### config.mk
export PLATFORM = sky130hd
export DESIGN_NAME = lif_epoch_scheduler
export DESIGN_NICKNAME = d
export VERILOG_FILES = /design/src/rtl/lif_epoch_scheduler.sv
export SDC_FILE = /design/constraint.sdc
export NUM_CORES = 1
export LEC_CHECK = 0
export BUFFER_PORTS_ARGS = -buffer_cell sky130_fd_sc_hd__clkbuf_2
export CAP_MARGIN = 20
export CORE_ASPECT_RATIO = 1.25
export CORE_MARGIN = 2
export CORE_UTILIZATION = 54
export CTS_CLUSTER_DIAMETER = 50
export DETAILED_ROUTE_END_ITERATION = 8
export GPL_TIMING_DRIVEN = 0
export PLACE_DENSITY_LB_ADDON = 0.25
export SYNTH_ARGS = -nofsm -noshare
export SYNTH_HDL_FRONTEND = slang
export SYNTH_SLANG_ARGS = --single-unit
### constraint.sdc
create_clock -name clk -period 6.5 [get_ports clk]
set_clock_uncertainty 0.05 [all_clocks]
set_input_delay 0.325 -clock clk [delete_from_list [all_inputs] [get_ports clk]]
set_output_delay 0.325 -clock clk [all_outputs]
set_load 0.02 [all_outputs]
### src/rtl/lif_epoch_scheduler.sv
// Time-multiplexed leaky-integrate-and-fire controller: one shared update datapath
// walks N_NEURONS virtual neurons once per epoch, opened every TICK_DIV cycles.
module lif_epoch_scheduler #(
  parameter int N_NEURONS  = 4,
  parameter int V_W        = 8,
  parameter int LEAK_SHIFT = 3,
  parameter int TICK_DIV   = 8,
  parameter int REFRAC     = 2
) (
  input  logic                         clk,
  input  logic                         rst,
  input  logic                         en,
  input  logic [N_NEURONS-1:0]         spike_in,
  input  logic [V_W-1:0]               threshold,
  input  logic [V_W-1:0]               weight,
  input  logic [$clog2(N_NEURONS)-1:0] dbg_idx,
  output logic [N_NEURONS-1:0]         spike_out,
  output logic                         epoch_done,
  output logic                         busy,
  output logic [V_W-1:0]               dbg_v
);

  localparam int IDX_W = $clog2(N_NEURONS);
  localparam int CNT_W = $clog2(TICK_DIV);
  localparam int R_W   = (REFRAC > 0) ? $clog2(REFRAC + 1) : 1;

  typedef enum logic [1:0] {IDLE, SCAN, DONE} state_t;

  state_t               state, state_nxt;
  logic [CNT_W-1:0]     tick_cnt;
  logic                 epoch_req;
  logic [IDX_W-1:0]     idx;
  logic                 last_idx;
  logic [N_NEURONS-1:0] pending;
  logic [N_NEURONS-1:0] fire;
  logic [N_NEURONS-1:0] clr_mask;
  logic [V_W-1:0]       v      [N_NEURONS];
  logic [R_W-1:0]       refrac [N_NEURONS];

  logic [V_W-1:0]       cur_v, leaked, sum_sat;
  logic [V_W:0]         sum;
  logic [R_W-1:0]       cur_ref;
  logic                 cur_in, cur_fire;

  assign epoch_req = en && (tick_cnt == CNT_W'(TICK_DIV - 1));
  assign last_idx  = (idx == IDX_W'(N_NEURONS - 1));

  always_ff @(posedge clk) begin
    if (rst)
      tick_cnt <= '0;
    else if (en)
      tick_cnt <= epoch_req ? '0 : tick_cnt + 1'b1;
  end

  always_ff @(posedge clk) begin
    if (rst)
      state <= IDLE;
    else
      state <= state_nxt;
  end

  always_comb begin
    state_nxt  = state;
    busy       = 1'b0;
    epoch_done = 1'b0;
    spike_out  = '0;
    case (state)
      IDLE: if (epoch_req) state_nxt = SCAN;
      SCAN: begin
        busy = 1'b1;
        if (last_idx) state_nxt = DONE;
      end
      DONE: begin
        busy       = 1'b1;
        epoch_done = 1'b1;
        spike_out  = fire;
        state_nxt  = IDLE;
      end
      default: state_nxt = IDLE;
    endcase
  end

  // Shared datapath for the neuron selected by idx; saturates in V_W+1 bits.
  always_comb begin
    cur_v    = v[idx];
    cur_ref  = refrac[idx];
    cur_in   = pending[idx] | spike_in[idx];
    leaked   = cur_v - (cur_v >> LEAK_SHIFT);
    sum      = {1'b0, leaked} + (cur_in ? {1'b0, weight} : '0);
    sum_sat  = sum[V_W] ? '1 : sum[V_W-1:0];
    cur_fire = (cur_ref == '0) && (sum_sat >= threshold);
    clr_mask = (state == SCAN) ? (N_NEURONS'(1) << idx) : '0;
  end

  // A spike arriving on the scanned neuron's own cycle is consumed, not re-latched.
  always_ff @(posedge clk) begin
    if (rst) begin
      pending <= '0;
      fire    <= '0;
      idx     <= '0;
      for (int i = 0; i < N_NEURONS; i++) begin
        v[i]      <= '0;
        refrac[i] <= '0;
      end
    end else begin
      pending <= (pending | spike_in) & ~clr_mask;
      case (state)
        IDLE: begin
          if (epoch_req) begin
            idx  <= '0;
            fire <= '0;
          end
        end
        SCAN: begin
          idx <= last_idx ? '0 : idx + 1'b1;
          if (cur_ref != '0) begin
            refrac[idx] <= cur_ref - 1'b1;
            v[idx]      <= '0;
          end else if (cur_fire) begin
            fire[idx]   <= 1'b1;
            v[idx]      <= '0;
            refrac[idx] <= R_W'(REFRAC);
          end else begin
            v[idx] <= sum_sat;
          end
        end
        default: ;
      endcase
    end
  end

  always_comb begin
    dbg_v = '0;
    if ({1'b0, dbg_idx} < (IDX_W + 1)'(N_NEURONS))
      dbg_v = v[dbg_idx];
  end

endmodule

==> metrics.txt, run 1 <==
# TYPE chip_impl_metric gauge
chip_impl_metric{name="synth_net_count",unit=""} 393
chip_impl_metric{name="share_seq_of_total_power",unit="%"} 40.3
chip_impl_metric{name="total_leakage_power",unit="nW"} 1.76
chip_impl_metric{name="post_synth.cell_area_avg",unit="µm²"} 11.0
chip_impl_metric{name="power_switching",unit="µW"} 296
chip_impl_metric{name="violation_count_after_the_first_detailed_routing_iteration",unit=""} 168
chip_impl_metric{name="worstPathRequired",unit="ps"} 6620
chip_impl_metric{name="final_core_util",unit="%"} 64.0
chip_impl_info{name="status",value="complete, no violations"} 1
chip_impl_metric{name="yosysTopAreaCellShare",unit="%"} 32.6
chip_impl_metric{name="fp.dieH",unit="µm"} 96.4
chip_impl_metric{name="cts_htree_levels",unit=""} 3
chip_impl_metric{name="post_route_cells_drive_above_1_share",unit="%"} 23.3
chip_impl_metric{name="track_usage",unit="%"} 22.5
chip_impl_metric{name="critPathArrivalTime",unit="ps"} 6100
chip_impl_metric{name="finish.instance_area",unit="µm²"} 4200
chip_impl_metric{name="globalplace.congestion",unit=""} 0.897
chip_impl_metric{name="internal_power",unit="µW"} 707
chip_impl_metric{name="die_w",unit="µm"} 77.9
chip_impl_metric{name="timing.reg2reg.worst_path_depth",unit=""} 20
chip_impl_metric{name="synth_sequential_area_ratio",unit="%"} 41.8
chip_impl_metric{name="n_antenna_cell",unit=""} 0
chip_impl_metric{name="powerDensity",unit="nW/µm²"} 239
chip_impl_info{name="synth_top_cells_by_area",value="sky130_fd_sc_hd__edfxtp_1 33%, sky130_fd_sc_hd__mux4_2 12%, sky130_fd_sc_hd__ha_1 11%, sky130_fd_sc_hd__dfxtp_1 9.2%, sky130_fd_sc_hd__nor2_1 5.6%"} 1
chip_impl_metric{name="fin_setup_tns",unit="ps"} 0
chip_impl_metric{name="total_of_fill_cells_in_the_finished_design",unit=""} 562
chip_impl_metric{name="cts-resized-gates",unit=""} 0
chip_impl_metric{name="vias_per_cell",unit=""} 5.66
chip_impl_metric{name="first_global_vias",unit=""} 2754
chip_impl_metric{name="area_growth_syn_to_layout",unit="%"} 14.0
chip_impl_metric{name="drt_first_pass_iters",unit=""} 4
chip_impl_metric{name="wire_length_reported_by_the_detailed_router",unit="µm"} 7690
chip_impl_metric{name="placed_area",unit="µm²"} 3980
chip_impl_metric{name="via_count",unit=""} 2679
chip_impl_info{name="setup.worst_path.start_class",value="flip-flop"} 1
chip_impl_metric{name="power.ir.vdd_worst",unit="µV"} 204
chip_impl_info{name="hold_path.class",value="in -> reg"} 1
chip_impl_info{name="cts.root.buffer_cell",value="sky130_fd_sc_hd__clkbuf_8"} 1
chip_impl_metric{name="floorplan.core_area",unit="µm²"} 6570
chip_impl_metric{name="setup.reg_to_reg.worst_slack",unit="ps"} 520
chip_impl_info{name="grt_setup_unrepaired",value="false"} 1
chip_impl_metric{name="clockBufferDepth",unit=""} 2
chip_impl_metric{name="worstHoldPathCells",unit=""} 3
chip_impl_info{name="highest_count_cells_in_the_layout_ignoring_fill_and_taps",value="55 x sky130_fd_sc_hd__nor2_1, 40 x sky130_fd_sc_hd__edfxtp_1, 36 x sky130_fd_sc_hd__clkbuf_2, 33 x sky130_fd_sc_hd__inv_1, 32 x sky130_fd_sc_hd__ha_1"} 1
chip_impl_metric{name="setup-violations-final",unit=""} 0
chip_impl_info{name="end_kind",value="flip-flop"} 1
chip_impl_metric{name="postSynthCellCount",unit=""} 334
chip_impl_metric{name="dp_hpwl",unit="µm"} 5770
chip_impl_metric{name="placed_cells",unit=""} 457
chip_impl_metric{name="critical_path_peak_fanout",unit=""} 10
chip_impl_metric{name="numPortBuffers",unit=""} 36
chip_impl_info{name="timing_worst_setup_path_type",value="reg -> reg"} 1
chip_impl_metric{name="grt_antenna_before_repair",unit=""} 0
chip_impl_info{name="layout_commonest_cell",value="sky130_fd_sc_hd__nor2_1"} 1
chip_impl_metric{name="synth.distinct_cells",unit=""} 53
chip_impl_metric{name="clock.fmax",unit="MHz"} 167
chip_impl_metric{name="finalNetCount",unit=""} 440
chip_impl_metric{name="power_total",unit="mW"} 1.00
chip_impl_metric{name="p_comb_share",unit="%"} 21.9
chip_impl_metric{name="total_count_of_max_transition_violations_in_the_final_report",unit=""} 0
chip_impl_info{name="crit_chain",value="clkbuf_1, mux4_2, ha_1, fa_1, nand2b_1, a21boi_0, nor2_1, xnor2_1, ha_1, a21o_1, a31oi_1, o221ai_2, nor2_1, ha_1, nand2b_4, a2111oi_4, o311a_1, buf_4, nand2b_1, a21oi_1"} 1
chip_impl_metric{name="floorplan.io_pins",unit=""} 39
chip_impl_metric{name="final.period_utilization",unit="%"} 92.0
chip_impl_metric{name="number_of_clock_sinks",unit=""} 57
chip_impl_metric{name="slew_of_the_pin_with_the_lowest_slew_margin",unit="ps"} 690
chip_impl_info{name="worst_hold_startpoint",value="spike_in[1]"} 1
chip_impl_metric{name="average_detailed_routed_wire_length_per_instance",unit="µm"} 16.3
chip_impl_metric{name="max_slew_margin",unit="%"} 54.0
chip_impl_metric{name="critical-path-max-stage-delay",unit="ps"} 530
chip_impl_info{name="min_delay_worst_endpoint",value="pending[1]"} 1
chip_impl_info{name="crit_top_cell",value="sky130_fd_sc_hd__ha_1"} 1
chip_impl_metric{name="cts.reportedPaths.clkPinSlew",unit="ps"} 70
chip_impl_info{name="worst_path_max_delay_cell",value="sky130_fd_sc_hd__clkbuf_1"} 1
chip_impl_metric{name="grt_first_pass_wirelength",unit="µm"} 12600
chip_impl_metric{name="postCtsSetupRepairBufs",unit=""} 0
chip_impl_metric{name="globalRouteOverflowTotal",unit=""} 0
chip_impl_metric{name="fin_cells",unit=""} 473
chip_impl_metric{name="power.clock.fraction",unit="%"} 37.8
chip_impl_info{name="synth_largest_area_cell",value="sky130_fd_sc_hd__edfxtp_1"} 1
chip_impl_metric{name="ant_nets",unit=""} 0
chip_impl_metric{name="synthesis.area",unit="µm²"} 3690
chip_impl_metric{name="core.rowCount",unit=""} 33
chip_impl_metric{name="drc",unit=""} 0
chip_impl_metric{name="initial_core_util",unit="%"} 56.1
chip_impl_metric{name="tritoncts.num_buffers",unit=""} 9
chip_impl_metric{name="finalWorstPathRequiredPeriod",unit="ps"} 5980
chip_impl_metric{name="grt_start_max_net_pins",unit=""} 13
chip_impl_metric{name="clock_insertion_delay_worst_skew",unit="ps"} 350
chip_impl_metric{name="p_sw_share",unit="%"} 29.5
chip_impl_metric{name="cts_hold_repair.buffers",unit=""} 0
chip_impl_metric{name="die-area",unit="µm²"} 7510
chip_impl_info{name="worstReg2RegEnd",value="v[3][6]"} 1
chip_impl_metric{name="maxCapViolations",unit=""} 0
chip_impl_metric{name="timing_hold_violations_final",unit=""} 0
chip_impl_metric{name="ys_ff_latch",unit=""} 57
chip_impl_info{name="tritoncts",value="done"} 1
chip_impl_metric{name="yosysWarnings",unit=""} 0
critical path, delay by kind of cell, from the launching register on:
kind | cells | cell delay (ps)
AO/OA/AOI/OAI | 7 | 1770
flip-flops | 1 | 310
XOR/XNOR | 1 | 140
AND/OR/NAND/NOR | 5 | 1060
multiplexers | 1 | 440
buffers and inverters | 2 | 690
adder cells (fa/ha/maj) | 4 | 1360
routing by layer:
layer	vias up	part of all wire (%)	GRT usage, %
li1	1298	-	-
met1	1296	37	23.2
met2	71	56	45.0
met3	14	5.0	3.25
met4	0	1.9	9.94
met5	-	0	0
synthesized netlist by cell type, drive strengths merged:
cell type and instances:
nor2 55, edfxtp 40, inv 33, ha 32
mux4 19, dfxtp 17, nand2 17, a21oi 14
o21ai 13, nand2b 9, nor2b 9, nand3 7
xnor2 7, buf 6, and2 5, a211oi 4
o21bai 4, or3 4, a21o 3, clkbuf 3
mux2i 3, a32oi 2, fa 2, nand3b 2
nor3 2, nor4 2, o21a 2, xor2 2
a2111oi 1, a211o 1, a21bo 1, a21boi 1
a221o 1, a31o 1, a31oi 1, and3 1
and4 1, nand4 1, o2111a 1, o2111ai 1
o221ai 1, o311a 1, o31ai 1, or2 1
sequential cells by signal, summed over array words and instances (netlist names), named ones only:
| name | flops |
|---|---|
| tick_cnt | 3 |
| idx | 2 |
| pending | 4 |
| state | 2 |
| refrac | 8 |
| v | 32 |
| fire | 4 |
power groups by stage:
stage | sequential, mW | combinational, mW | clock (mW)
2_1_floorplan | 0.410 | 0.168 | 0
3_3_place_gp | 0.411 | 0.216 | 0
3_5_place_dp | 0.412 | 0.221 | 0
4_1_cts | 0.404 | 0.222 | 0.380
5_1_grt | 0.405 | 0.246 | 0.393
6_report | 0.404 | 0.220 | 0.379
metrics by stage:
step                      worst slack, ps  hold slack [ps]
after CTS                             496              248
after floorplan                      1460              367
after detailed placement              578              392
after global routing                  153              274
final                                 522              245
after global placement                676              387
cell families after synthesis:
kind of cell	count (synthesis)	share of synthesized area, %
DFF	57	41.8
xor gates and xnor gates	9	2.14
AOI/OAI and AO/OA	54	10.7
adders and majority gates	34	11.9
and+or+nand+nor	116	16.0
muxes	22	12.4
buffers and inverters	42	5.02
worst max-delay path by stage:
stage | cells after the start | start | end
floorplan | 19 | flip-flop | refrac[0][0]
global placement | 20 | flip-flop | v[3][6]
detailed placement | 20 | flip-flop | v[3][6]
CTS | 20 | flip-flop | v[3][6]
global route | 20 | flip-flop | v[3][6]
finish | 20 | flip-flop | v[3][6]
area by class of cell:
class | instances | area (µm²) | share of cell area (%)
Buffer | 9 | 61.3 | 1.46
Clock buffer | 9 | 124 | 2.95
Clock inverter | 7 | 103 | 2.44
Inverter | 33 | 124 | 2.95
Multi-Input combinational cell | 235 | 1960 | 46.6
Sequential cell | 57 | 1540 | 36.7
Tap cell | 87 | 109 | 2.59
Timing Repair Buffer | 36 | 180 | 4.29
Power figures use the tool's default switching activity.
==> run 2, diff against run 1 <==
--- a/config.mk
+++ b/config.mk
@@ -5,14 +5,15 @@
 export SDC_FILE = /design/constraint.sdc
 export NUM_CORES = 1
 export LEC_CHECK = 0
-export BUFFER_PORTS_ARGS = -buffer_cell sky130_fd_sc_hd__clkbuf_2
 export CAP_MARGIN = 20
 export CORE_ASPECT_RATIO = 1.25
 export CORE_MARGIN = 2
 export CORE_UTILIZATION = 54
 export CTS_CLUSTER_DIAMETER = 50
 export DETAILED_ROUTE_END_ITERATION = 8
+export DONT_BUFFER_PORTS = 1
 export GPL_TIMING_DRIVEN = 0
+export MAX_ROUTING_LAYER = met4
 export PLACE_DENSITY_LB_ADDON = 0.25
 export SYNTH_ARGS = -nofsm -noshare
 export SYNTH_HDL_FRONTEND = slang
==> metrics.txt, run 2 (synthesis gave the netlist of run 1 again) <==
# TYPE chip_impl_metric gauge
chip_impl_metric{name="floorplan.core_area",unit="µm²"} 6570
chip_impl_metric{name="slew_of_the_pin_with_the_lowest_slew_margin",unit="ps"} 740
chip_impl_metric{name="setup-violations-final",unit=""} 0
chip_impl_metric{name="floorplan.io_pins",unit=""} 39
chip_impl_info{name="cp_top_family",value="compound AO/OA/AOI/OAI gates"} 1
chip_impl_info{name="cts.root.buffer_cell",value="sky130_fd_sc_hd__clkbuf_8"} 1
chip_impl_metric{name="via_count",unit=""} 2509
chip_impl_metric{name="largest_reg_flops",unit=""} 32
chip_impl_metric{name="core.rowCount",unit=""} 33
chip_impl_info{name="grt-busiest-layer",value="met2"} 1
chip_impl_metric{name="track_usage",unit="%"} 23.0
chip_impl_metric{name="critPathArrivalTime",unit="ps"} 6020
chip_impl_metric{name="finalWorstPathRequiredPeriod",unit="ps"} 5890
chip_impl_metric{name="cts_htree_levels",unit=""} 3
chip_impl_info{name="crit_chain",value="clkbuf_1, mux4_2, ha_1, fa_1, nand2b_1, a21boi_0, nor2_1, xnor2_1, ha_1, a21o_1, a31oi_1, o221ai_2, nor2_1, ha_1, nand2b_4, a2111oi_4, o311a_1, buf_4, nand3_2, a21oi_1"} 1
chip_impl_metric{name="total_leakage_power",unit="nW"} 1.60
chip_impl_metric{name="max_slew_margin",unit="%"} 50.7
chip_impl_metric{name="area_growth_syn_to_layout",unit="%"} 8.52
chip_impl_metric{name="finalNetCount",unit=""} 404
chip_impl_metric{name="fp.dieH",unit="µm"} 96.4
chip_impl_metric{name="first_global_vias",unit=""} 2630
chip_impl_metric{name="clock_insertion_delay_worst_skew",unit="ps"} 340
chip_impl_metric{name="violation_count_after_the_first_detailed_routing_iteration",unit=""} 135
chip_impl_metric{name="maxCapViolations",unit=""} 0
chip_impl_metric{name="cp_num_buf_inv",unit=""} 2
chip_impl_metric{name="average_detailed_routed_wire_length_per_instance",unit="µm"} 17.5
chip_impl_info{name="worst_path_max_delay_cell",value="sky130_fd_sc_hd__clkbuf_1"} 1
chip_impl_metric{name="initial_core_util",unit="%"} 56.1
chip_impl_info{name="crit_top_cell",value="sky130_fd_sc_hd__ha_1"} 1
chip_impl_metric{name="cts_hold_repair.buffers",unit=""} 0
chip_impl_metric{name="drc",unit=""} 0
chip_impl_metric{name="grt_start_max_net_pins",unit=""} 11
chip_impl_metric{name="timing_hold_violations_final",unit=""} 0
chip_impl_metric{name="clock.fmax",unit="MHz"} 170
chip_impl_info{name="largest_registers",value="v: 32 flops, refrac: 8 flops"} 1
chip_impl_metric{name="power.ir.vdd_worst",unit="µV"} 181
chip_impl_metric{name="final_core_util",unit="%"} 60.9
chip_impl_metric{name="drt_first_pass_iters",unit=""} 4
chip_impl_info{name="setup.worst_path.start_class",value="flip-flop"} 1
chip_impl_metric{name="globalplace.congestion",unit=""} 0.868
chip_impl_info{name="tritoncts",value="done"} 1
chip_impl_metric{name="numPortBuffers",unit=""} 0
chip_impl_metric{name="critical-path-max-stage-delay",unit="ps"} 560
chip_impl_info{name="highest_count_cells_in_the_layout_ignoring_fill_and_taps",value="55 x sky130_fd_sc_hd__nor2_1, 40 x sky130_fd_sc_hd__edfxtp_1, 33 x sky130_fd_sc_hd__inv_1, 32 x sky130_fd_sc_hd__ha_1, 19 x sky130_fd_sc_hd__mux4_2"} 1
chip_impl_metric{name="grt_antenna_before_repair",unit=""} 0
chip_impl_metric{name="global_route.usage.met1",unit="%"} 23.2
chip_impl_metric{name="number_of_clock_sinks",unit=""} 57
chip_impl_metric{name="total_count_of_max_transition_violations_in_the_final_report",unit=""} 0
chip_impl_info{name="status",value="complete, no violations"} 1
chip_impl_info{name="end_kind",value="flip-flop"} 1
chip_impl_info{name="layout_commonest_cell",value="sky130_fd_sc_hd__nor2_1"} 1
chip_impl_metric{name="critical_path_peak_fanout",unit=""} 10
chip_impl_metric{name="clockBufferDepth",unit=""} 2
chip_impl_metric{name="n_antenna_cell",unit=""} 0
chip_impl_metric{name="die-area",unit="µm²"} 7510
chip_impl_metric{name="die_w",unit="µm"} 77.9
chip_impl_metric{name="vias_per_cell",unit=""} 5.74
chip_impl_metric{name="worstPathRequired",unit="ps"} 6630
chip_impl_metric{name="postCtsSetupRepairBufs",unit=""} 0
chip_impl_metric{name="cts.reportedPaths.clkPinSlew",unit="ps"} 70
chip_impl_info{name="registers.top_by_ff_count",value="v"} 1
chip_impl_metric{name="cts-resized-gates",unit=""} 0
chip_impl_metric{name="dp_hpwl",unit="µm"} 5740
chip_impl_metric{name="met2_usage",unit="%"} 43.2
chip_impl_metric{name="grt_first_pass_wirelength",unit="µm"} 12400
chip_impl_info{name="timing_worst_setup_path_type",value="reg -> reg"} 1
chip_impl_metric{name="wire_length_reported_by_the_detailed_router",unit="µm"} 7640
chip_impl_info{name="hold_path.class",value="in -> reg"} 1
chip_impl_metric{name="tritoncts.num_buffers",unit=""} 9
chip_impl_metric{name="powerDensity",unit="nW/µm²"} 238
chip_impl_info{name="grt_setup_unrepaired",value="false"} 1
chip_impl_metric{name="post_route_cells_drive_above_1_share",unit="%"} 14.9
chip_impl_metric{name="fin_setup_tns",unit="ps"} 0
chip_impl_metric{name="use_met3",unit="%"} 4.28
chip_impl_metric{name="final.period_utilization",unit="%"} 90.6
chip_impl_metric{name="globalRouteOverflowTotal",unit=""} 0
chip_impl_metric{name="ant_nets",unit=""} 0
-- run 2: cell types whose count changed in the layout (fill, tap and decap cells not counted) --
| cell | previous run | this run |
|---|---|---|
| sky130_fd_sc_hd__clkinv_4 | 2 | 1 |
| sky130_fd_sc_hd__bufinv_16 | 2 | 1 |
| sky130_fd_sc_hd__inv_6 | 2 | 0 |
| sky130_fd_sc_hd__clkinv_1 | 0 | 2 |
| sky130_fd_sc_hd__clkbuf_8 | 9 | 11 |
| sky130_fd_sc_hd__clkbuf_2 | 36 | 0 |
-- run 2: worst paths after layout --
path | startpoint | endpoint | cells past startpoint | slack [ps]
min reg2reg | fire[1] | fire[1] | 2 | 410
max reg2reg | flip-flop | v[0][6] | 20 | 610
max | flip-flop | v[0][6] | 20 | 610
min | en | tick_cnt[1] | 2 | 100
-- run 2: worst register-to-register path: stages (launching register included) --
cell,delay [ps]
sky130_fd_sc_hd__dfxtp_1,300
sky130_fd_sc_hd__clkbuf_1,560
sky130_fd_sc_hd__mux4_2,450
sky130_fd_sc_hd__ha_1,250
sky130_fd_sc_hd__fa_1,400
sky130_fd_sc_hd__nand2b_1,160
sky130_fd_sc_hd__a21boi_0,230
sky130_fd_sc_hd__nor2_1,80
sky130_fd_sc_hd__xnor2_1,140
sky130_fd_sc_hd__ha_1,370
sky130_fd_sc_hd__a21o_1,210
sky130_fd_sc_hd__a31oi_1,190
sky130_fd_sc_hd__o221ai_2,240
sky130_fd_sc_hd__nor2_1,440
sky130_fd_sc_hd__ha_1,320
sky130_fd_sc_hd__nand2b_4,150
sky130_fd_sc_hd__a2111oi_4,390
sky130_fd_sc_hd__o311a_1,210
sky130_fd_sc_hd__buf_4,170
sky130_fd_sc_hd__nand3_2,220
sky130_fd_sc_hd__a21oi_1,210
-- run 2: final cells by class --
cell class / count / area, µm²
Tap cell: 87 / 109
Clock inverter: 5 / 53.8
Buffer: 9 / 61.3
Clock buffer: 11 / 151
Inverter: 33 / 124
Sequential cell: 57 / 1540
Multi-Input combinational cell: 235 / 1960
Fill cell: 534 / 2560
-- run 2: report_power, final --
part / internal, mW / total, mW / switching (mW) / leakage [nW]
Clock: 0.196 / 0.338 / 0.142 / 0.101
Combinational: 0.0818 / 0.211 / 0.129 / 0.946
Sequential: 0.399 / 0.404 / 0.00492 / 0.552
Total: 0.677 / 0.953 / 0.277 / 1.60
-- run 2: per-stage QoR --
| step | total power [mW] | instances | area (µm²) | setup slack (ps) | hold slack, ps |
|---|---|---|---|---|---|
| 6_report | 0.953 | 437 | 4000 | 609 | 98.5 |
| 5_1_grt | 1.00 | 437 | 4000 | 213 | 96.2 |
| 4_1_cts | 0.960 | 437 | 4000 | 584 | 89.7 |
| 3_5_place_dp | 0.624 | 421 | 3790 | 590 | 390 |
| 3_3_place_gp | 0.616 | 421 | 3790 | 682 | 388 |
| 2_1_floorplan | 0.578 | 334 | 3690 | 1460 | 367 |
-- run 2: per-layer routing --
layer / routed length [µm] / share of wire [%]
met2: 4350 / 57
met4: 140 / 1.8
met5: 0 / 0
met3: 350 / 4.6
met1: 2800 / 37
